## config.mk

```make
export PLATFORM = sky130hd
export DESIGN_NAME = ram_bist_ctrl
export DESIGN_NICKNAME = d
export VERILOG_FILES = /design/src/rtl/ram_bist_ctrl.sv
export SDC_FILE = /design/constraint.sdc
export NUM_CORES = 1
export LEC_CHECK = 0
export ABC_AREA = 0
export CAP_MARGIN = 25
export CORE_UTILIZATION = 50
export CTS_CLUSTER_SIZE = 12
export DETAILED_ROUTE_END_ITERATION = 8
export HOLD_SLACK_MARGIN = 0.03
export PLACE_DENSITY = 0.77
export REMOVE_ABC_BUFFERS = 1
export SKIP_LAST_GASP = 1
export SLEW_MARGIN = 30
export SYNTH_ARGS = -nofsm -noshare
export SYNTH_HDL_FRONTEND = slang
export SYNTH_SLANG_ARGS = --single-unit
```

## constraint.sdc

```tcl
create_clock -name clk -period 2.5 [get_ports clk]
set_input_delay 0.5 -clock clk [delete_from_list [all_inputs] [get_ports clk]]
set_output_delay 0.5 -clock clk [all_outputs]
set_load 0.02 [all_outputs]
```

## src/rtl/ram_bist_ctrl.sv

```systemverilog
// RAM self-test sequencer: fills every location with (2*k) mod 2**DATA_W, then reads back
// LFSR-chosen addresses and reports errors. Define RAM_BIST_ERR_INJECT_EN for fill fault injection.
module ram_bist_ctrl #(
  parameter int ADDR_W     = 10,
  parameter int DATA_W     = 8,
  parameter int NUM_CHECKS = 20,
  parameter int LFSR_SEED  = 35,
  parameter int RD_LAT     = 1
) (
  input  logic              clk,
  input  logic              rst,
  input  logic              start,
`ifdef RAM_BIST_ERR_INJECT_EN
  input  logic              inj_en,
  input  logic [ADDR_W-1:0] inj_addr,
`endif
  output logic              busy,
  output logic              done,
  output logic              pass,
  output logic [7:0]        err_count,
  output logic [ADDR_W-1:0] fail_addr,
  output logic              chk_valid,
  output logic [ADDR_W-1:0] chk_addr,
  output logic [ADDR_W-1:0] ram_addr,
  output logic [DATA_W-1:0] ram_din,
  output logic              ram_we,
  output logic              ram_sel,
  input  logic [DATA_W-1:0] ram_dout
);

  typedef enum logic [2:0] {IDLE, FILL, CHK_ADDR, CHK_WAIT, CHK_CMP, DONE} state_t;

  localparam logic [15:0]       SEED      = (16'(LFSR_SEED) == 16'd0) ? 16'd1 : 16'(LFSR_SEED);
  localparam int                WAIT_N    = (RD_LAT >= 2) ? RD_LAT - 2 : 0;
  localparam logic [7:0]        LAST_CHK  = 8'(NUM_CHECKS - 1);
  localparam logic [ADDR_W-1:0] LAST_ADDR = '1;

  state_t            state_q;
  logic [15:0]       lfsr_q, lfsr_d;
  logic [ADDR_W-1:0] addr_q, fill_d, fail_q;
  logic [DATA_W-1:0] din_q, din_d, din_first;
  logic [7:0]        chk_cnt_q, err_q;
  logic [1:0]        wait_q;
  logic              busy_q, done_q, pass_q, chk_valid_q, we_q, sel_q;
  logic              mismatch, inj_first, inj_next;

  function automatic logic [DATA_W-1:0] pat(input logic [ADDR_W-1:0] a);
    logic [ADDR_W+DATA_W:0] t;
    t = {{DATA_W{1'b0}}, a, 1'b0};
    return t[DATA_W-1:0];
  endfunction

`ifdef RAM_BIST_ERR_INJECT_EN
  logic              inj_en_q;
  logic [ADDR_W-1:0] inj_addr_q;
  assign inj_first = inj_en && (inj_addr == '0);
  assign inj_next  = inj_en_q && (inj_addr_q == fill_d);
`else
  assign inj_first = 1'b0;
  assign inj_next  = 1'b0;
`endif

  // Galois right-shift LFSR, taps 0xB400
  assign lfsr_d    = {1'b0, lfsr_q[15:1]} ^ (lfsr_q[0] ? 16'hB400 : 16'h0000);
  assign fill_d    = addr_q + 1'b1;
  assign din_d     = pat(fill_d) ^ {{(DATA_W-1){1'b0}}, inj_next};
  assign din_first = pat('0) ^ {{(DATA_W-1){1'b0}}, inj_first};
  assign mismatch  = (ram_dout != pat(addr_q));

  always_ff @(posedge clk) begin
    if (rst) begin
      state_q     <= IDLE;
      lfsr_q      <= SEED;
      addr_q      <= '0;
      din_q       <= '0;
      fail_q      <= '0;
      chk_cnt_q   <= '0;
      err_q       <= '0;
      wait_q      <= '0;
      busy_q      <= 1'b0;
      done_q      <= 1'b0;
      pass_q      <= 1'b0;
      chk_valid_q <= 1'b0;
      we_q        <= 1'b0;
      sel_q       <= 1'b0;
`ifdef RAM_BIST_ERR_INJECT_EN
      inj_en_q    <= 1'b0;
      inj_addr_q  <= '0;
`endif
    end else begin
      chk_valid_q <= 1'b0;
      case (state_q)
        IDLE, DONE: if (start) begin
          state_q   <= FILL;
          busy_q    <= 1'b1;
          done_q    <= 1'b0;
          pass_q    <= 1'b0;
          err_q     <= '0;
          fail_q    <= '0;
          lfsr_q    <= SEED;
          chk_cnt_q <= '0;
          sel_q     <= 1'b1;
          we_q      <= 1'b1;
          addr_q    <= '0;
          din_q     <= din_first;
`ifdef RAM_BIST_ERR_INJECT_EN
          inj_en_q   <= inj_en;
          inj_addr_q <= inj_addr;
`endif
        end
        FILL: if (addr_q == LAST_ADDR) begin
          we_q        <= 1'b0;
          din_q       <= '0;
          lfsr_q      <= lfsr_d;
          addr_q      <= lfsr_d[ADDR_W-1:0];
          state_q     <= (RD_LAT == 0) ? CHK_CMP : CHK_ADDR;
          chk_valid_q <= (RD_LAT == 0);
        end else begin
          addr_q <= fill_d;
          din_q  <= din_d;
        end
        CHK_ADDR: if (RD_LAT == 1) begin
          state_q     <= CHK_CMP;
          chk_valid_q <= 1'b1;
        end else begin
          state_q <= CHK_WAIT;
          wait_q  <= 2'(WAIT_N);
        end
        CHK_WAIT: if (wait_q == 2'd0) begin
          state_q     <= CHK_CMP;
          chk_valid_q <= 1'b1;
        end else begin
          wait_q <= wait_q - 2'd1;
        end
        CHK_CMP: begin
          // err_q==0 marks the first mismatch; once saturated it never returns to 0
          if (mismatch) begin
            if (err_q != 8'hFF) err_q <= err_q + 8'd1;
            if (err_q == 8'd0)  fail_q <= addr_q;
          end
          if (chk_cnt_q == LAST_CHK) begin
            state_q <= DONE;
            sel_q   <= 1'b0;
            busy_q  <= 1'b0;
            done_q  <= 1'b1;
            pass_q  <= (err_q == 8'd0) && !mismatch;
          end else begin
            chk_cnt_q   <= chk_cnt_q + 8'd1;
            lfsr_q      <= lfsr_d;
            addr_q      <= lfsr_d[ADDR_W-1:0];
            state_q     <= (RD_LAT == 0) ? CHK_CMP : CHK_ADDR;
            chk_valid_q <= (RD_LAT == 0);
          end
        end
        default: state_q <= IDLE;
      endcase
    end
  end

  assign busy      = busy_q;
  assign done      = done_q;
  assign pass      = pass_q;
  assign err_count = err_q;
  assign fail_addr = fail_q;
  assign chk_valid = chk_valid_q;
  assign chk_addr  = addr_q;
  assign ram_addr  = addr_q;
  assign ram_din   = din_q;
  assign ram_we    = we_q;
  assign ram_sel   = sel_q;

endmodule

```

# Yosys cells after proc, flatten, opt, wreduce, memory -nomap -nowiden
# Index checks and enable logic that the tools add are counted.
# totals
output_inout_bits	52
elab_cells	92
inputBits	11
regBits	70
# classes
addsub	4
reduce_logical	19
n_bitwise	2
mux	37
eq_ne	17
# op_table
cell	count
two-way mux 16 bit	4
two-way mux 10 bit	5
one-hot mux 16 bit (3 select lines)	1
one-hot mux 8 bit (2 select lines)	3
two-way mux 8 bit	5
one-hot mux 10 bit (3 select lines)	1
one-hot mux 10 bit (2 select lines)	1
adder 8 x 1 -> 8 bit (second input constant)	2
!= test 2 bit (second input constant)	8
bitwise XOR 15 x 16 -> 16 bit	1
one-hot mux 3 bit (5 select lines)	1
AND reduction 3 bit	5
two-way mux 3 bit	4
AND reduction 4 bit	3
adder 10 x 1 -> 10 bit (second input constant)	1
equality test 10 bit (second input constant)	1
one-hot mux 1 bit (2 select lines)	5
equality test 8 x 5 -> 1 bit (second input constant)	1
logical NOT 8 bit	1
!= test 8 bit	1
!= test 8 bit (second input constant)	1
two-way mux 1 bit	7
equality test 3 x 2 -> 1 bit (second input constant)	2
equality test 3 bit (second input constant)	2
other kinds (11)	13

# Logic depth before layout (Yosys ltp)
# depth
depth_word	5
mapped_depth	8

# Worst setup path before layout
# Ideal clock, no wire load.
# synth_path
path_type	register to register
from	reg addr_q[0], in the netlist chk_addr[0]
to	reg lfsr_q[10]
stages_incl_launch_ff	7
required_time_ps	2430
setup_time_ps	70
arrival_time_ps	2235
setup_slack_ps	195
path_cell_list	dfxtp_1 -> ha_1 -> nand4_2 -> o31ai_2 -> nand4b_2 -> or3_1 -> a21oi_1
# synth_via
elab_chain_cells	3
# synth_lines
item	line_no	text
start: declaration	40	logic [ADDR_W-1:0] addr_q, fill_d, fail_q;
start signal: assignment	115	addr_q <= lfsr_d[ADDR_W-1:0];
start signal: assignment	119	addr_q <= fill_d;
start signal: assignment	150	addr_q <= lfsr_d[ADDR_W-1:0];
equality test 10 bit	111	FILL: if (addr_q == LAST_ADDR) begin
!= test 2 bit (no source line)	-	
AND reduction 4 bit (no source line)	-	
end signal: assignment	114	lfsr_q <= lfsr_d;
end signal: assignment	149	lfsr_q <= lfsr_d;
end: declaration	39	logic [15:0] lfsr_q, lfsr_d;
# No other way between the ends.
# A chain may end at the register's enable or synchronous reset.

# Final worst setup path
# layout_path
from	reg addr_q[0], in the netlist chk_addr[0]
to	reg lfsr_q[5]
# The elaborated chain is that of the path after synthesis.

==> reports/summary.txt <==
Max-cap violations - 0
CTS tree - yes
Cell family with most CP delay - simple AND/OR/NAND/NOR gates
Multi-input gate area in the final layout - 1847 um^2
P per Cell Area - 932.4 nW/um^2
CTS sink count - 69
Vias in the first global route - 3130
Share of cells above drive strength 1 - 13.29%
Fin cells - 569
Port bufs - 61
Cells after Synth - 421
Buf/Inv on CP - 1
Placer's final routability congestion estimate - 0.8611
Final setup vio count - 0
Post-synth EDFFs - 0
Core Footprint - 6756 um^2
Cell Rows - 30
Hold-fix buffers, CTS - 0
Most common cell after layout, fill and taps aside - dfxtp_1
Async set-or-reset flop fraction in the synthesized netlist - 0%
Synth Register Bits - 69
H-tree depth - 3
Post-DR wirelength/cell - 15.93 um
Crit Path Max Fanout - 11
Fin. max-slew vios - 0
Clock latency on the worst-skew pair - 350 ps
Area growth, synth to finish - 26.56%
Post-Syn Area - 3491 um^2
Startpoint types - register
Final Cell Area - 4418 um^2
Final WL - 9.064 mm
Layout fillers - 553
Dpl cells - 553
TritonCTS Buffers - 9
Die W - 85.56 um
First-pass GRT wire length - 14.93 mm
Total gr overflow - 0
Die H - 85.56 um
Util after Layout - 65.39%
Via count - 3358
DRT Pass-1 Iters - 4
Clock root buffer - clkbuf_8
Cell Chain, Critical Path - ha_1 > nand4_2 > o31ai_2 > nand4b_2 > buf_4 > nor3_1 > o21ai_0
Hold Crit Class - reg2reg
FF+latch area - 1381 um^2
Largest net degree at the start of global routing - 33
Max incr delay on CP - 460 ps
Crit Path Class - reg2reg
Antenna violations before repair - 0
Postcts setup bufs - 0
Vias per cell - 5.902
Post-DP HPWL - 6.484 mm
Slew @ Worst Pin - 863.1 ps
Lkg Pwr - 1.627 nW
Placed Area - 4228 um^2
Syn avg cell area - 8.292 um^2
Initial DRC Count - 166
Distinct cell type count after synthesis - 67
Setup crit end kind - register
GR Util All Layers - 25.72%
Slew margin rel. - 41.65%
Highest-delay cell along the critical path - o31ai_2
Fin nets - 500
DIE AREA - 7320 um^2
Commonest cells after routing, fill and taps aside - dfxtp_1 (69), nand2_1 (62), clkdlybuf4s50_1 (61), a21oi_1 (40), nor2_1 (33)
Post-route clock period utilization - 90.04%
Fin. Hold Viols - 0
Synth warn - 0
Seq/Total Area, Yosys - 39.57%
DRC - 0
Outcome - finished clean
Post_cts resized - 0
I/O pins - 63
# diodes - 0
CTS Buffer Depth - 2
Fmax - 444.2 MHz
Fin Setup TNS - 0 ps
Worst Skew - 11.58 ps
ANT nets after route - 0
Starting Density - 51.67%
Final min period - 2251 ps
Critical path data required time - 2740 ps
Most common flop cell mapped by yosys - dfxtp_1
Peak supply drop - 0.5630 mV
RSZ-0062 raised after global routing - no
Worst-path clk slew - 80 ps
CP arrival - 2490 ps
## registers in the layout, summed over array words and instances (netlist names)
register	flops
fail_addr	10
ram_din	7
chk_cnt_q	8
pass	1
done	1
chk_addr	10
wait_q	2
ram_sel	1
ram_we	1
lfsr_q	16
err_count	8
state_q	3
chk_valid	1
## power breakdown
part	switching, mW	leakage, nW	internal [mW]
registers	0.121	0.559	1.24
clock network	0.434	0.0987	0.454
logic	1.11	0.969	0.758
## worst min-delay path: cells and delay by family, from the launching register on
kind,cells,cell delay [ps]
flops,1,320
simple gates,1,50
compound gates,1,50
## path summary, 6_finish.rpt
check / start / end / slack, ps / depth (start not counted)
max: chk_addr[0] / lfsr_q[5] / 250 / 7
min: lfsr_q[10] / lfsr_q[10] / 460 / 2
max reg2reg: chk_addr[0] / lfsr_q[5] / 250 / 7
min reg2reg: lfsr_q[10] / lfsr_q[10] / 460 / 2
## cells by family (layout without fill, tap and decap cells)
family / Yosys count / in the layout / synth area share, %
xor+xnor: 19 / 19 / 4.767
other cells: 1 / 1 / 0.1074
fa+ha+maj: 6 / 6 / 2.115
simple gates: 169 / 169 / 25.34
flops: 69 / 69 / 39.57
buf+inv: 51 / 119 / 7.527
compound gates: 94 / 94 / 17.10
mux: 12 / 12 / 3.477
## Yosys cell counts, drive strengths merged (2+ instances only)
| master | n | area, um^2 |
|---|---|---|
| nor4 | 4 | 31.28 |
| nand4 | 12 | 81.33 |
| clkbuf | 17 | 63.81 |
| a32oi | 2 | 17.52 |
| nor2 | 33 | 123.9 |
| a221oi | 3 | 26.28 |
| ha | 5 | 62.56 |
| a31oi | 3 | 18.77 |
| o21ai | 15 | 75.07 |
| o311a | 2 | 20.02 |
| a22oi | 5 | 37.54 |
| nand2 | 62 | 232.7 |
| or4b | 2 | 23.77 |
| and4 | 2 | 17.52 |
| nor4b | 2 | 17.52 |
| or3b | 2 | 17.52 |
| buf | 23 | 155.1 |
| xnor2 | 14 | 122.6 |
| a211oi | 2 | 15.01 |
| nand3 | 11 | 55.05 |
| nand4b | 3 | 32.53 |
| o31ai | 7 | 57.55 |
| o32ai | 2 | 17.52 |
| mux2i | 11 | 110.1 |
| nor3b | 4 | 46.29 |
| a21oi | 41 | 209.0 |
| or3 | 7 | 43.79 |
| dfxtp | 69 | 1381 |
| inv | 11 | 43.80 |
| and3 | 6 | 37.54 |
| or4 | 5 | 37.54 |
| nor3 | 8 | 40.04 |
| a31o | 2 | 17.52 |
| xor2 | 5 | 43.79 |
## metal layers
layer / track usage [%] / share of wire (%) / vias to the layer above / wire length [um]
met5: 0 / 0 / - / 0
met4: 9.545 / 1.1 / 0 / 104
met2: 43.93 / 50 / 105 / 4514
met3: 5.871 / 5.3 / 10 / 480
li1: - / - / 1619 / -
met1: 31.74 / 44 / 1624 / 3964
## stage by stage
stage          setup slack [ps]  hold slack, ps  power, mW
5_1_grt                   78.27           482.9      4.353
3_5_place_dp             -48.44           447.8      3.226
2_1_floorplan            -479.1           425.8      2.438
3_3_place_gp             -10.69           440.5      3.171
4_1_cts                   274.9           458.7      4.108
6_report                  248.9           457.9      4.119
## final cells by class
type	count	share of cell area, %
Multi-Input combinational cell	301	41.80
Sequential cell	69	31.27
Timing Repair Buffer	92	19.37
Clock buffer	9	2.804
Tap cell	80	2.266
Clock inverter	7	1.501
Inverter	11	0.9912
Power figures use the tool's default switching activity.
